File: src/rtl/counter_nbit.sv
// counter_nbit: parametrised up/down counter with load, wrap/saturate bounds,
// registered terminal-count pulse. Optional prescaler via COUNTER_PRESCALE_EN.
module counter_nbit #(
  parameter int WIDTH    = 4,
  parameter int MAX      = 2**WIDTH-1,
  parameter int PRESCALE = 1
) (
  input  logic             clock,
  input  logic             reset,
  input  logic             enable,
  input  logic             load,
  input  logic             up,
  input  logic             saturate,
  input  logic [WIDTH-1:0] freshdata,
  output logic [WIDTH-1:0] q,
  output logic             tc,
  output logic             at_max,
  output logic             at_zero
);

  localparam logic [WIDTH-1:0] MAX_V = WIDTH'(MAX);

  logic             step_ok;
  logic [WIDTH-1:0] q_next;
  logic             tc_next;

`ifdef COUNTER_PRESCALE_EN
  localparam int PW = (PRESCALE > 1) ? $clog2(PRESCALE) : 1;
  localparam logic [PW-1:0] PLAST = PW'(PRESCALE-1);

  logic [PW-1:0] pcnt;

  always_ff @(posedge clock or posedge reset) begin
    if (reset)
      pcnt <= '0;
    else if (load)
      pcnt <= '0;
    else if (enable)
      pcnt <= (pcnt == PLAST) ? '0 : pcnt + PW'(1);
  end

  assign step_ok = enable && (pcnt == PLAST);
`else
  assign step_ok = enable;
`endif

  always_comb begin
    q_next  = q;
    tc_next = 1'b0;
    if (load) begin
      q_next = (freshdata > MAX_V) ? MAX_V : freshdata;
    end else if (step_ok) begin
      if (up) begin
        if (q == MAX_V) begin
          tc_next = 1'b1;
          q_next  = saturate ? MAX_V : '0;
        end else begin
          q_next = q + WIDTH'(1);
        end
      end else begin
        if (q == '0) begin
          tc_next = 1'b1;
          q_next  = saturate ? '0 : MAX_V;
        end else begin
          q_next = q - WIDTH'(1);
        end
      end
    end
  end

  always_ff @(posedge clock or posedge reset) begin
    if (reset) begin
      q  <= '0;
      tc <= 1'b0;
    end else begin
      q  <= q_next;
      tc <= tc_next;
    end
  end

  assign at_max  = (q == MAX_V);
  assign at_zero = (q == '0);

endmodule
File: config.mk
export PLATFORM = sky130hd
export DESIGN_NAME = counter_nbit
export DESIGN_NICKNAME = d
export VERILOG_FILES = /design/src/rtl/counter_nbit.sv
export SDC_FILE = /design/constraint.sdc
export NUM_CORES = 1
export LEC_CHECK = 0
export ABC_AREA = 1
export ABC_CLOCK_PERIOD_IN_PS = 1700
export BUFFER_PORTS_ARGS = -buffer_cell sky130_fd_sc_hd__buf_2
export CAP_MARGIN = 20
export CORE_ASPECT_RATIO = 1.25
export CORE_MARGIN = 2
export CORE_UTILIZATION = 25
export CTS_CLUSTER_DIAMETER = 80
export DETAILED_ROUTE_END_ITERATION = 10
export GPL_ROUTABILITY_DRIVEN = 0
export HOLD_SLACK_MARGIN = 0.06
export MAX_ROUTING_LAYER = met4
export PLACE_DENSITY = 0.43
export SLEW_MARGIN = 20
export SYNTH_ARGS = -nofsm -noshare
export SYNTH_HDL_FRONTEND = slang
export SYNTH_SLANG_ARGS = --single-unit
File: constraint.sdc
create_clock -name clock -period 1.7 [get_ports clock]
set_input_delay 0.255 -clock clock [delete_from_list [all_inputs] [get_ports clock]]
set_output_delay 0.255 -clock clock [all_outputs]
set_load 0.03 [all_outputs]
; ---- Word level (Yosys, flattened, before mapping)
; Cells that the tools add are included.
[classes]
add_sub_neg = 2
n_lt_le_gt_ge = 1
eq_ne = 1
muxes = 13
reduce_logical = 2
[ops]
columns = operator, count
row1 = $mux W4, 8
row2 = $mux W1, 5
row3 = $add A4 B1 Y4 const B, 1
row4 = $eq A4 B4 Y1 const B, 1
row5 = $gt A4 B4 Y1 const B, 1
row6 = $logic_not A4 Y1, 1
row7 = $sub A4 B1 Y4 const B, 1
row8 = $reduce_bool A2 Y1, 1
[totals]
regBits = 5
inputBits = 10
out_inout_bits = 7
word_cells = 21

; ---- Logic depth before layout (Yosys ltp)
; Gate-level depths: netlist (run 1).
[logic_depth]
word_depth = 5
depth_mapped = 9
depth_no_buf = 9

; ---- Worst setup path after synthesis (run 1)
; No wires, ideal clock.
[synth_timing]
kind = register to register
startpoint = register q[0]
endpoint = register tc
setup_time_ns = 0.077
arrival_ns = 1.429
t_required_ns = 1.623
slack_ns = 0.194
stages_incl_launch_ff = 6
n_path_buf = 0
synth_period_minus_slack_ns = 1.506
cell_sequence = dfrtp_1 ha_1 nand3_2 inv_1 o21ai_0 a21oi_1
[synth_between]
elab_chain_cells = 5
word_cells_on_any_way = 7
cone_classes = 1 x eq/ne / 5 x mux / 1 x reduce/logical
[synth_rtl]
columns = element, line_no
row1 = "start, declared", 15  ; output logic [WIDTH-1:0] q,
row2 = "start signal, assigned", 76  ; q <= q_next;
row3 = $eq A4 B4 Y1, -
row4 = net at_max, 17  ; output logic at_max,
row5 = $mux W1, 54  ; if (q == MAX_V) begin
row6 = $mux W1, 53  ; if (up) begin
row7 = $mux W1, 52  ; end else if (step_ok) begin
row8 = $mux W1, 50  ; if (load) begin
row9 = net tc_next, 25  ; logic tc_next;
row10 = "end signal, assigned", 77  ; tc <= tc_next;
row11 = "end, declared", 16  ; output logic tc,
; The timed path passes the listed nets, and every way through them passes these cells.
; A chain may end at the register's enable or synchronous reset.

; ---- Worst setup path after layout (run 1)
[layout_timing]
startpoint = register q[1]
endpoint = output port at_zero
[layout_between]
elab_chain_cells = 1
[layout_rtl]
columns = element, line_no
row1 = $logic_not A4 Y1, 82  ; assign at_zero = (q == '0);
row2 = "end, declared", 18  ; output logic at_zero
; Every way passes these cells.

==> impl_metrics.yaml, run 1 <==
timing:
  hold_viol_final: 0
  finClkSkew_ns: 0.00607
  max_freq_mhz: 623
  worstMarginPinSlew_ns: 0.314
  setup_violations: 0
  drv_slew: 0
  period_minus_slack_ns: 1.60
  relSlewSlack_pct: 79.0
  period_share_pct: 94.4
die:
  core-area_um2: 1740
  io_pins: 17
  row_count: 17
  die_area_um2: 2170
  die_y_um: 51.5
  start_util_pct: 25.9
  die_x_um: 42.0
power_and_ir_drop:
  power_uw: 485
  leakage_nw: 0.357
  p_per_area_nw_per_um2: 814
  ir_drop_v: 0.000176
synth:
  synthMuxAreaShare_pct: 0
  syn_avg_cell_area_um2: 6.19
  synth_common_cells: "nand2_1 (27), inv_1 (12), nand3_1 (7), nor2_1 (7), dfrtp_1 (5)"
  synth-async-reset-ratio_pct: 100
  synthAdderAreaFrac_pct: 5.54
  syn_inst: 73
  synth_warnings: 0
  netlist.top_cell.by_area: "dfrtp_1"
  synthDominantCellAreaShare_pct: 27.7
  ys_ff_latch: 5
  yosysMostFrequentCell: "nand2_1"
  seq_area_frac_synth_pct: 27.7
  synth_compound_gate_area_share_pct: 9.97
  synth_top_family_by_area: "simple AND/OR/NAND/NOR gates"
  dominantRegCellSynth: "dfrtp_1"
  synth_edf_count: 0
  synth_simple_gate_area_share_pct: 42.4
  syn_area_um2: 452
  ys_types: 14
  synth_xor_area_share_pct: 1.94
  yosys-top-cells-area: "dfrtp_1 (28%), nand2_1 (22%), inv_1 (10%)"
  synth_nets: 85
route:
  drc: 0
  vias: 501
  vias_per_cell: 4.43
  ant_nets: 0
  drt_pass1_iterations: 4
  drt-total-wl_um: 1170
  avgRoutedWirePerCell_um: 10.4
  drtIter0Drc: 13
global_routing:
  grt_pass1_vias: 452
  track_usage_pct: 12.0
  antenna_found_initial: 0
  grt_pass1_wl_um: 1880
  grt_max_degree: 9
  overflow: 0
final_layout:
  antennaDiodeCount: 0
  final_cell_count_no_fill: 113
  nNetsFinal: 107
  drive_gt1_share_pct: 28.7
  syn_to_final_growth_pct: 31.9
  nFillCells: 196
min_path:
  hp-class: "input port to register"
cts:
  postCtsSetupBuffers: 0
  clkTransAtPathRegs_ns: 0.05
  cts_tree: "done"
  clock-sinks: 5
  cts_root_buf: "clkbuf_4"
  cts_max_level: 1
  cts_buffers: 3
  clk_latency_ns: 0.24
  cts_buffer_depth: 2
status:
  status: "complete, no violations"
critical_path:
  worstPathMaxFanout: 6
  end_kind: "output pin"
  critPathLaunchType: "register"
  crit_type: "register to output pin"
  cp_data_required_time_ns: 1.44
  cp.arrival_ns: 1.35
placement:
  io_buffer_count: 16
  dp_hpwl_um: 968
  dpl.cell_count: 108
run:
  max-cap-violations: 0
metrics by stage:
stage	TNS, ns	worst slack, ns	hold slack, ns	instance area [um2]	util (%)
finish	0	0.0953	0.251	596	34.1
global route	-0.00166	-0.00166	0.278	596	34.1
CTS	0	0.00584	0.245	588	33.7
detailed placement	0	0.276	0.161	552	31.6
global placement	0	0.285	0.161	552	31.6
floorplan	0	0.194	0.0335	452	-
registers in the layout, summed over array words and instances, names as in the netlist:
register and flops:
q 4, tc 1
worst max-delay path: stages, from the launching register on:
cell and delay (ns):
dfrtp_2 0.44, inv_1 0.11, ha_2 0.21, nand2_1 0.11, inv_1 0.07, clkbuf_4 0.18
cell usage in the layout, fill, tap and decap left out:
cell | netlist | routed
clkbuf_1 | 0 | 1
ha_2 | 0 | 1
nand3_2 | 1 | 1
clkbuf_4 | 0 | 4
dlygate4sd3_1 | 0 | 1
dfrtp_2 | 0 | 2
o21ai_0 | 2 | 2
ha_1 | 2 | 1
nand4_1 | 1 | 1
inv_1 | 12 | 11
xnor2_1 | 1 | 1
buf_2 | 0 | 15
nor2_1 | 7 | 7
a21oi_1 | 1 | 1
dfrtp_1 | 5 | 3
nor2_2 | 2 | 2
buf_4 | 0 | 1
nand2_1 | 27 | 27
inv_2 | 0 | 1
a22oi_1 | 4 | 4
nand3_1 | 7 | 7
cell families (layout without fill, tap and decap cells):
kind of cell | after synthesis | count (layout)
AOI/OAI and AO/OA | 7 | 7
xor gates and xnor gates | 1 | 1
adders and majority gates | 2 | 2
buffers and inverters | 13 | 34
DFF | 5 | 5
and+or+nand+nor | 45 | 45
layout make-up:
type	instances	area [um2]	area share [%]
multi-input combinational	55	273	45.8
sequential	5	128	21.4
timing repair buffer	18	100	16.8
inverter	12	45.0	7.56
clock buffer	4	26.3	4.41
tap	19	23.8	3.99
final timing paths:
kind                            cells past startpoint                to  slack (ns)             start
worst max-delay path                                5           at_zero         0.1  q[1]$_DFFE_PP0P_
worst min-delay path                                3  q[2]$_DFFE_PP0P_        0.25      freshdata[2]
worst max register to register                      7  q[3]$_DFFE_PP0P_        0.33  q[0]$_DFFE_PP0P_
worst min register to register                      2  q[1]$_DFFE_PP0P_        0.60  q[1]$_DFFE_PP0P_
max in group asynchronous                           3  q[1]$_DFFE_PP0P_        1.06             reset
min in group asynchronous                           3  q[3]$_DFFE_PP0P_        0.45             reset
timing repair:
| item | CTS | global route |
|---|---|---|
| setup endpoints to repair | 0 | 2 |
| gates resized for setup | 0 | 5 |
| hold buffers | 1 | 0 |
| hold endpoints to repair | 5 | 0 |
report_power, final:
| group | switching (mW) | total, mW | internal [mW] |
|---|---|---|---|
| combinational | 0.118 | 0.190 | 0.0721 |
| clock | 0.0478 | 0.136 | 0.0887 |
| sequential | 0.0248 | 0.158 | 0.133 |
| total | 0.191 | 0.485 | 0.294 |
metal layers:
metal,vias to the layer above,part of all wire [%],GRT usage (%)
met5,-,0,-
met1,215,44,12.9
li1,270,-,-
met4,0,0.68,6.25
met3,2,5.7,2.43
met2,14,49,20.8
No activity file was read; power rests on OpenSTA's default activity.
==> run 2: changes to the inputs <==
--- a/config.mk
+++ b/config.mk
@@ -10,7 +10,7 @@
 export BUFFER_PORTS_ARGS = -buffer_cell sky130_fd_sc_hd__buf_2
 export CAP_MARGIN = 20
 export CORE_ASPECT_RATIO = 1.25
-export CORE_MARGIN = 2
+export CORE_MARGIN = 4
 export CORE_UTILIZATION = 25
 export CTS_CLUSTER_DIAMETER = 80
 export DETAILED_ROUTE_END_ITERATION = 10
==> run 2 against run 1 <==
Core utilization is 3.1 points higher; sequential cell count did not move; combinational power grew 6%; worst setup slack improved by 0.0078 ns.
==> impl_metrics.yaml, run 2 (synthesis results as in run 1) <==
final_layout:
  drive_gt1_share_pct: 32.3
  largest_registers: "q x4, tc x1"
  design_area_um2: 612
  top_register: "q"
  layout_commonest_cell: "nand2_1"
  finalCoreUtilization_pct: 37.3
  nNetsFinal: 109
  nFillCells: 203
  multiInputGateArea_um2: 275
  seq_area_um2: 128
  antennaDiodeCount: 0
  syn_to_final_growth_pct: 35.5
  final_cell_mix: "nand2_1 (27), buf_2 (15), inv_1 (10)"
  largest_reg_flops: 4
timing:
  drv_slew: 0
  fin_tns_setup_ns: 0
  worstMarginPinSlew_ns: 0.351
  relSlewSlack_pct: 76.5
  period_share_pct: 93.9
  period_minus_slack_ns: 1.60
  finClkSkew_ns: 0.00743
  hold_viol_final: 0
  rsz0062_at_grt: "no"
  holdWs_ns: 0.250
  max_freq_mhz: 626
  setup_violations: 0
die:
  row_count: 16
  start_util_pct: 27.5
  io_pins: 17
  die_x_um: 46.0
  die_y_um: 55.5
  die_area_um2: 2560
  core-area_um2: 1640
critical_path:
  cp_data_required_time_ns: 1.44
  crit_path_cell_trace: "inv_2, ha_2, nand2_1, inv_1, clkbuf_4"
  end_kind: "output pin"
  critPathLaunchType: "register"
  r2r_cells: 7
  r2r_slack_ns: 0.39
  worstPathMaxFanout: 5
  cp.arrival_ns: 1.34
  slowest_delay_ns: 0.43
  crit_type: "register to output pin"
  cp_slowest_cell: "dfrtp_2"
global_routing:
  track_usage_pct: 12.1
  grt_pass1_wl_um: 2190
  grt_max_degree: 10
  antenna_found_initial: 0
  overflow: 0
  grt_pass1_vias: 500
cts:
  cts_tree: "done"
  clk_latency_ns: 0.25
  clock-sinks: 5
  cts_buffers: 3
  cts_buffer_depth: 2
  cts_max_level: 1
  cts_root_buf: "clkbuf_4"
  clkTransAtPathRegs_ns: 0.05
placement:
  place_area_um2: 543
  dp_hpwl_um: 984
  io_buffer_count: 16
route:
  drc: 0
  vias_per_cell: 4.68
  drt_pass1_iterations: 4
  ant_nets: 0
  avgRoutedWirePerCell_um: 11.2
  drtIter0Drc: 12
  drt-total-wl_um: 1280
  vias: 533
power_and_ir_drop:
  leakage_nw: 0.364
  power_uw: 499
  ir_drop_v: 0.000401
  p_per_area_nw_per_um2: 815
min_path:
  min_path_cells: 3
  hp-class: "input port to register"
run:
  max-cap-violations: 0
status:
  status: "complete, no violations"
-- run 2: metal layers --
metal	GRT usage (%)	wire length, um	part of all wire (%)
met2	18.1	645	50
met5	-	0	0
met3	5.84	69	5.4
met1	13.8	548	43
met4	3.66	17	1.3
-- run 2: power breakdown --
group | leakage, nW | internal [mW] | switching [mW]
Combinational | 0.289 | 0.0793 | 0.121
Clock | 0.0150 | 0.0888 | 0.0494
Sequential | 0.0597 | 0.133 | 0.0266
Total | 0.364 | 0.301 | 0.197
-- run 2: stage by stage --
step / setup slack (ns) / cells
after floorplan: 0.194 / 73
after global placement: 0.308 / 106
after detailed placement: 0.272 / 106
after CTS: 0.0249 / 111
after global routing: 0.0281 / 114
final: 0.103 / 114
-- run 2: cell type report --
class                      count  share of cell area, %
clock buffer                   4                   4.29
inverter                      12                   7.36
multi-input combinational     55                   45.0
sequential                     5                   20.9
tap                           18                   3.68
timing repair buffer          20                   18.8
-- run 2: final timing paths --
| kind | from | endpoint |
|---|---|---|
| setup / recovery | q[0]$_DFFE_PP0P_ | at_zero |
| hold / removal | freshdata[2] | q[2]$_DFFE_PP0P_ |
| setup reg to reg | q[0]$_DFFE_PP0P_ | q[1]$_DFFE_PP0P_ |
| hold reg to reg | q[1]$_DFFE_PP0P_ | q[1]$_DFFE_PP0P_ |
| max in group asynchronous | reset | q[1]$_DFFE_PP0P_ |
| min in group asynchronous | reset | q[3]$_DFFE_PP0P_ |
-- run 2: worst max-delay path: cells and delay by family (launching register included) --
kind          cells  cell delay (ns)
buf+inv           3             0.34
fa+ha+maj         1             0.21
simple gates      1             0.11
flops             1             0.43
-- run 2: what timing repair did --
action | in CTS | in global routing
resized for setup | 1 | 6
endpoints found under the hold margin | 5 | 0
setup buffers | 0 | 3
hold buffers | 1 | 0
setup endpoints to repair | 1 | 2
